==> src/rtl/truth_table_sweeper.sv <==
// truth_table_sweeper
// Stimulus/readback engine for a 4-input, 1-output combinational circuit.
// Walks the circuit inputs through rows 0..15, waits SETTLE_CYCLES per row,
// takes three synchronized samples of the circuit output, and stores their
// majority in a 16-bit signature (row 0 lands in bit 15). At the end of the
// sweep the signature is compared with EXPECTED.
//
// Ports:
//   clk, rst_n       clock and asynchronous active-low reset
//   start, abort     sweep control (abort has priority over start)
//   in1..in4         registered drives to the circuit, in1 is the row MSB
//   dut_out          circuit output, asynchronous to clk
//   busy, done       sweep in progress / one-cycle completion pulse
//   pass             signature == EXPECTED, valid from done onward
//   signature        captured truth table
//   mismatch_mask    signature ^ EXPECTED, valid with pass
module truth_table_sweeper #(
  parameter int          SETTLE_CYCLES = 8,
  parameter logic [15:0] EXPECTED      = 16'h381A,
  parameter int          SYNC_STAGES   = 2
) (
  input  logic        clk,
  input  logic        rst_n,
  input  logic        start,
  input  logic        abort,
  output logic        in1,
  output logic        in2,
  output logic        in3,
  output logic        in4,
  input  logic        dut_out,
  output logic        busy,
  output logic        done,
  output logic        pass,
  output logic [15:0] signature,
  output logic [15:0] mismatch_mask
);

  typedef enum logic [2:0] {
    S_IDLE   = 3'd0,
    S_DRIVE  = 3'd1,
    S_SETTLE = 3'd2,
    S_SAMPLE = 3'd3,
    S_DONE   = 3'd4
  } state_t;

  localparam logic [7:0] SETTLE_LOAD = 8'(SETTLE_CYCLES - 1);

  // Majority of three samples rejects a single-cycle glitch.
  function automatic logic maj3(input logic a, input logic b, input logic c);
    return (a & b) | (a & c) | (b & c);
  endfunction

  state_t                 state_q, state_d;
  logic [3:0]             row_q, row_d;
  logic [7:0]             cnt_q, cnt_d;
  logic [1:0]             smp_cnt_q, smp_cnt_d;
  logic [1:0]             smp_q, smp_d;
  logic [3:0]             in_q, in_d;
  logic                   busy_q, busy_d;
  logic                   done_q, done_d;
  logic                   pass_q, pass_d;
  logic [15:0]            sig_q, sig_d;
  logic [15:0]            mask_q, mask_d;
  logic [SYNC_STAGES-1:0] sync_q;
  logic                   sync_s;
  logic                   abort_s;
  logic                   maj_s;

  assign sync_s  = sync_q[SYNC_STAGES-1];
  // Abort only matters while a sweep is running; in IDLE it merely blocks start.
  assign abort_s = abort & busy_q;
  assign maj_s   = maj3(smp_q[0], smp_q[1], sync_s);

  // Synchronizer for the asynchronous circuit output.
  always_ff @(posedge clk or negedge rst_n) begin
    if (!rst_n) begin
      sync_q <= {SYNC_STAGES{1'b0}};
    end else begin
      sync_q <= {sync_q[SYNC_STAGES-2:0], dut_out};
    end
  end

  // Next-state and output computation for the sweep FSM.
  always_comb begin
    state_d   = state_q;
    row_d     = row_q;
    cnt_d     = cnt_q;
    smp_cnt_d = smp_cnt_q;
    smp_d     = smp_q;
    in_d      = in_q;
    busy_d    = busy_q;
    done_d    = 1'b0;
    pass_d    = pass_q;
    sig_d     = sig_q;
    mask_d    = mask_q;

    if (abort_s) begin
      // Partial signature bits are kept; drives return to row 0 with no done.
      state_d = S_IDLE;
      in_d    = 4'd0;
      busy_d  = 1'b0;
      pass_d  = 1'b0;
    end else begin
      case (state_q)
        S_IDLE: begin
          if (start && !abort) begin
            sig_d   = 16'h0000;
            mask_d  = 16'h0000;
            pass_d  = 1'b0;
            row_d   = 4'd0;
            busy_d  = 1'b1;
            state_d = S_DRIVE;
          end else begin
            state_d = S_IDLE;
          end
        end
        S_DRIVE: begin
          in_d      = row_q;
          cnt_d     = SETTLE_LOAD;
          smp_cnt_d = 2'd0;
          state_d   = S_SETTLE;
        end
        S_SETTLE: begin
          if (cnt_q == 8'd0) begin
            state_d = S_SAMPLE;
          end else begin
            cnt_d = cnt_q - 8'd1;
          end
        end
        S_SAMPLE: begin
          if (smp_cnt_q == 2'd2) begin
            sig_d[4'd15 - row_q] = maj_s;
            smp_cnt_d            = 2'd0;
            if (row_q == 4'd15) begin
              // Result is registered together with done so pass is valid with it.
              state_d = S_DONE;
              busy_d  = 1'b0;
              done_d  = 1'b1;
              pass_d  = (sig_d == EXPECTED);
              mask_d  = sig_d ^ EXPECTED;
            end else begin
              row_d   = row_q + 4'd1;
              state_d = S_DRIVE;
            end
          end else begin
            smp_d[smp_cnt_q[0]] = sync_s;
            smp_cnt_d           = smp_cnt_q + 2'd1;
          end
        end
        S_DONE: begin
          state_d = S_IDLE;
        end
        default: begin
          state_d = S_IDLE;
          busy_d  = 1'b0;
        end
      endcase
    end
  end

  // State and output registers.
  always_ff @(posedge clk or negedge rst_n) begin
    if (!rst_n) begin
      state_q   <= S_IDLE;
      row_q     <= 4'd0;
      cnt_q     <= 8'd0;
      smp_cnt_q <= 2'd0;
      smp_q     <= 2'd0;
      in_q      <= 4'd0;
      busy_q    <= 1'b0;
      done_q    <= 1'b0;
      pass_q    <= 1'b0;
      sig_q     <= 16'h0000;
      mask_q    <= 16'h0000;
    end else begin
      state_q   <= state_d;
      row_q     <= row_d;
      cnt_q     <= cnt_d;
      smp_cnt_q <= smp_cnt_d;
      smp_q     <= smp_d;
      in_q      <= in_d;
      busy_q    <= busy_d;
      done_q    <= done_d;
      pass_q    <= pass_d;
      sig_q     <= sig_d;
      mask_q    <= mask_d;
    end
  end

  assign in1           = in_q[3];
  assign in2           = in_q[2];
  assign in3           = in_q[1];
  assign in4           = in_q[0];
  assign busy          = busy_q;
  assign done          = done_q;
  assign pass          = pass_q;
  assign signature     = sig_q;
  assign mismatch_mask = mask_q;

endmodule

==> config.mk <==
export PLATFORM = sky130hd
export DESIGN_NAME = truth_table_sweeper
export DESIGN_NICKNAME = d
export VERILOG_FILES = /design/src/rtl/truth_table_sweeper.sv
export SDC_FILE = /design/constraint.sdc
export NUM_CORES = 1
export LEC_CHECK = 0
export ABC_AREA = 0
export CORE_MARGIN = 1
export CORE_UTILIZATION = 55
export DETAILED_ROUTE_END_ITERATION = 8
export PLACE_DENSITY = 0.81
export REMOVE_ABC_BUFFERS = 1
export SYNTH_ARGS = -nofsm -noshare
export SYNTH_HDL_FRONTEND = slang
export SYNTH_SLANG_ARGS = --single-unit
==> constraint.sdc <==
create_clock -name clk -period 4.75 [get_ports clk]
set_clock_uncertainty 0.2 [all_clocks]
set_input_delay 0.95 -clock clk [delete_from_list [all_inputs] [get_ports clk]]
set_output_delay 0.95 -clock clk [all_outputs]
set_load 0.05 [all_outputs]
### After elaboration in Yosys (flattened, before gate mapping)

Index checks and enable logic that the tools add are counted.

* memories kept: 0
* memory bits (writable): 0
* input port bits: 5
* bits in latches: 0
* bits in registers: 60
* output and inout bits: 39
* memory bits (read-only): 0
* word-level logic and storage cells: 109

* reductions and logical operators: 21
* multipliers: 0
* multiplexer cells: 42
* shift-type cells: 0
* bitwise gates (word level): 9
* eq/ne operators: 17
* magnitude comparators: 4
* add/sub/neg operators: 4
* divide/modulo/power cells: 0

Operator list (count)
* two-way mux 16 bit: 4
* case mux 16 bit (2 select lines): 2
* two-way mux 4 bit: 5
* bitwise mux 16 bit: 1
* equality test 16 x 14 -> 1 bit, second input constant: 1
* case mux 8 bit (2 select lines): 1
* two-way mux 1 bit: 15
* two-way mux 3 bit: 4
* != test 3 bit, second input constant: 4
* case mux 3 bit (4 select lines): 1
* AND reduction 4 bit: 3
* != test 2 bit, second input constant: 5
* AND reduction 5 bit: 2
* zero test 8 bit: 1
* two-way mux 8 bit: 1
* case mux 4 bit (2 select lines): 1
* nonzero test 2 bit: 4
* subtractor 8 x 1 -> 8 bit, second input constant: 1
* equality test 3 x 2 -> 1 bit, second input constant: 2
* inverter 6 bit: 1
* AND reduction 3 bit: 2
* less-than comparator 4 x 5 -> 1 bit, second input constant: 1
* adder 4 x 1 -> 4 bit, second input constant: 1
* bitwise AND 1 bit: 4
* other kinds (25): 30

### Longest topological paths before layout

* depth after elaboration: 11
* depth in mapped cells: 8
* depth with buffers taken out: 7

### Worst setup path after synthesis

OpenSTA, ideal clock, no wires.

* path type: input port to flip-flop
* start: input port abort
* end: register cnt_q[6]
* library setup time: 0.067 ns
* slack: 2.324 ns
* data arrival time: 2.159 ns
* required time: 4.483 ns
* buffers on the path: 1
* stages: 6
* cells stage by stage: a21oi_1 o311a_1 buf_6 nand2_1 or4_2 nand2_1

* longest elaborated chain between the ends: 3

RTL lines
* from (decl): RTL line 25 `input logic abort,`
* bitwise AND 1 bit: RTL line 71 `assign abort_s = abort & busy_q;`
* inverter 1 bit (no line)
* AND reduction 3 bit (no line)
* to (signal assigned): RTL line 178 `cnt_q <= cnt_d;`
* to (decl): RTL line 55 `logic [7:0] cnt_q, cnt_d;`

Every way passes these cells.
A chain may end at the register's enable or synchronous reset.

### Final worst setup path

Ends and elaborated chain as after synthesis.

==> run metrics <==
outcome finished, final reports clean; DRC 0; critical path cell sequence clkdlybuf4s50_1 -> a21oi_1 -> o311a_1 -> nand2_1 -> or4_2 -> nand2_1; Fin. Hold Viols 0; Setup Viol. Count Final 0; Post-Synth Adder-Cell Area approximately 2.4%; area post-placement between 3000 and 4000 µm²; Worst slew margin approximately 38%; post-CTS setup buffers 0; worst vdd ir 0.5819 mV; fill cell count just over 400; Post-Synthesis Cell Area between 3000 and 4000 µm²; routed vias/inst 5.879; CP peak stage delay 550 ps; CTS Buf Count 9; CTS Hold Bufs 0; final setup margin roughly 1800 ps; Most used DFF post-synth dfrtp_1; Yosys cell types 53; met1 wire length 3079 µm; clk sinks 60; H-tree levels 3; CTS tree yes; Buf+Inv Stages, Crit Path 1; startpoint types primary input; via count approximately 2500; Pwr Density about 630 nW/µm²; CTS Buffer Depth 2; area grow syn2layout 23.41%; Post-Syn Instances slightly above 300; CTS Root Cell clkbuf_8; crit-path leading delay family compound AO/OA/AOI/OAI gates; hpwl dp around 4600 µm; drt pass-1 iters 5; number of DRC markers in iteration 0 between 200 and 250; critical path depth in cells 6; Die X around 76 µm; Overflow after GRT 0; Clock Pin Slew Worst Setup and Hold Paths 70 ps; Max Used Layer met4; Final Cycle Share about 62%; YS warnings 0; chip height about 76 µm; core area 5205 µm²; Mean Syn Cell Area around 9.8 µm²; Worst Max-Slew Pin Slew 932.6 ps; post-synthesis sequential area ratio 49.81%; WL/cell between 15 and 20 µm; Worst Reg-to-Reg Cells 5; number of synthesized flops with an enable pin 0; fmax 338.8 MHz; nets about 360; compound-gate portion of the synthesized area approximately 17%; first-pass GRT wire length between 10000 and 15000 µm; cell row count 26; fraction of layout cells with a size suffix above 1 between 7 and 8%; fraction of synthesized area in multiplexers around 7.1%; Routed Antenna Nets 0; main combinational cell family by area after synthesis simple AND/OR/NAND/NOR gates; fraction of registers with async set/reset 100.0%; commonest non-fill, non-tap cell in the layout dfrtp_1; Initial Utilization between 50% and 60%; crit-path max FO 10; post-route cell area between 3000 and 4000 µm²; Critical Path AT between 3000 and 4000 ps; min Tclk post-route 2951 ps; most used cell, CP nand2_1; met3 WL post-DR approximately 400 µm; drt total wl between 6000 and 7000 µm; metal2 WL 3093 µm; Static Leak 1.661 nW; largest net degree at the start of global routing a little over 60; Max Cap Violations 0; flops & latches, synth 60; worst hold path class flip-flop to flip-flop; Post-Synth XOR/XNOR Area less than 1%; routability cong. ~0.85; worst-skew pair later-pin latency approximately 330 ps; Crit path required time approximately 4800 ps; initial antenna violation count 0; Setup CP Type primary input to flip-flop; slowest CP cell or4_2; Max Slew Vio Count 0; crit end category flip-flop; I/O Buffers 43; # resized after CTS 0; RSZ-0062 raised after global routing no; most frequent cells in the layout 60 x dfrtp_1, 48 x nand2_1, 42 x clkdlybuf4s50_1; Worst Hold Depth 0; I/O pin cnt 44; GRT Resource Usage Total 25.56%; worst slack, placed ~1500 ps; vias in the first global route 2401; antenna cells 0; Post-Synth Simple-Gate Area 19.34%; Setup TNS Final 0 ps; Die Area just under 6000 µm²
## synthesized netlist by cell type (2+ instances only)
cell      number  area (µm²)
o31ai_1        3       22.52
nand3_1        4       20.02
a21oi_1       12       60.06
nor3_1         7       35.03
nor2b_1        6       37.54
nor4_1         2       12.51
o22ai_1        4       25.02
inv_1          8       30.03
o21ai_0       29       145.1
o21a_1         2       15.01
ha_1           5       62.56
nand2_1       48       180.2
nand3b_1       3       22.52
mux2_2         3       33.78
nor2_1        15       56.30
o211ai_1       4       30.03
clkbuf_1      15       56.30
mux2i_1       18       180.2
a21boi_0       2       15.01
or3_1          2       12.51
nand2b_1       8       50.05
and3b_1        3       26.28
dfrtp_1       60        1501
xor2_1         2       17.52
and2_1         4       25.02
a22o_1        10       87.58
a31oi_1        3       18.77
## final cells by class
| type | count | area, µm² | share of cell area [%] |
|---|---|---|---|
| sequential | 60 | 1501 | 40.36 |
| multi-input combinational | 222 | 1406 | 37.81 |
| timing repair buffer | 45 | 440.4 | 11.84 |
| clock buffer | 12 | 155.1 | 4.171 |
| clock inverter | 4 | 95.09 | 2.556 |
| tap | 70 | 87.58 | 2.355 |
| inverter | 9 | 33.78 | 0.9082 |
## logic make-up (layout without fill, tap and decap cells)
kind of cell	Yosys count	after routing
AO/OA/AOI/OAI	81	81
XOR/XNOR	2	2
adder cells (fa/ha/maj)	6	6
buffers and inverters	26	70
flip-flops	60	60
multiplexers	21	21
AND/OR/NAND/NOR	112	112
## report_power, final
| part | switching [mW] | leakage, nW | internal [mW] | total, mW |
|---|---|---|---|---|
| clock | 0.189 | 0.127 | 0.376 | 0.565 |
| combinational | 0.665 | 0.746 | 0.364 | 1.03 |
| sequential | 0.136 | 0.788 | 0.624 | 0.760 |
## layer usage
| metal | up-vias | track usage (%) |
|---|---|---|
| met5 | - | 0 |
| met4 | 0 | 10.58 |
| met3 | 13 | 4.551 |
| met2 | 97 | 39.18 |
| met1 | 1196 | 36.14 |
| li1 | 1175 | - |
## flip-flops by register name (all words and copies together), names as in the netlist, 2 cells and up
signal / count
mismatch_mask: 16
signature: 16
cnt_q: 8
in_q: 4
row_q: 4
state_q: 3
smp_cnt_q: 2
smp_q: 2
sync_q: 2
## worst register-to-register path, cell delays in order (launching register included)
cell       delay (ps)
dfrtp_1           390
maj3_1            700
a2111oi_0         490
and3b_1           230
o2111ai_1         120
o31ai_1           260
## path summary, 6_finish.rpt
path                           start      endpoint  slack [ps]
max reg2reg                sync_q[1]          pass        2240
min                        sync_q[0]     sync_q[1]         150
max                            abort      cnt_q[6]        1800
min in group asynchronous      rst_n      cnt_q[3]         560
min reg2reg                sync_q[0]     sync_q[1]         150
max in group asynchronous      rst_n  signature[3]        3310
## through the flow
| stage | util, % | power [mW] | std cells | hold slack (ps) |
|---|---|---|---|---|
| global placement | 66.66 | 1.764 | 406 | 133.3 |
| CTS | 71.47 | 2.355 | 422 | 150.1 |
| detailed placement | 66.66 | 1.781 | 406 | 134.7 |
| floorplan | - | 1.466 | 291 | 131.2 |
| finish | 71.47 | 2.355 | 422 | 150.1 |
| global route | 71.47 | 2.484 | 422 | 178.0 |
Note: power is estimated with default switching activity, not from simulation.
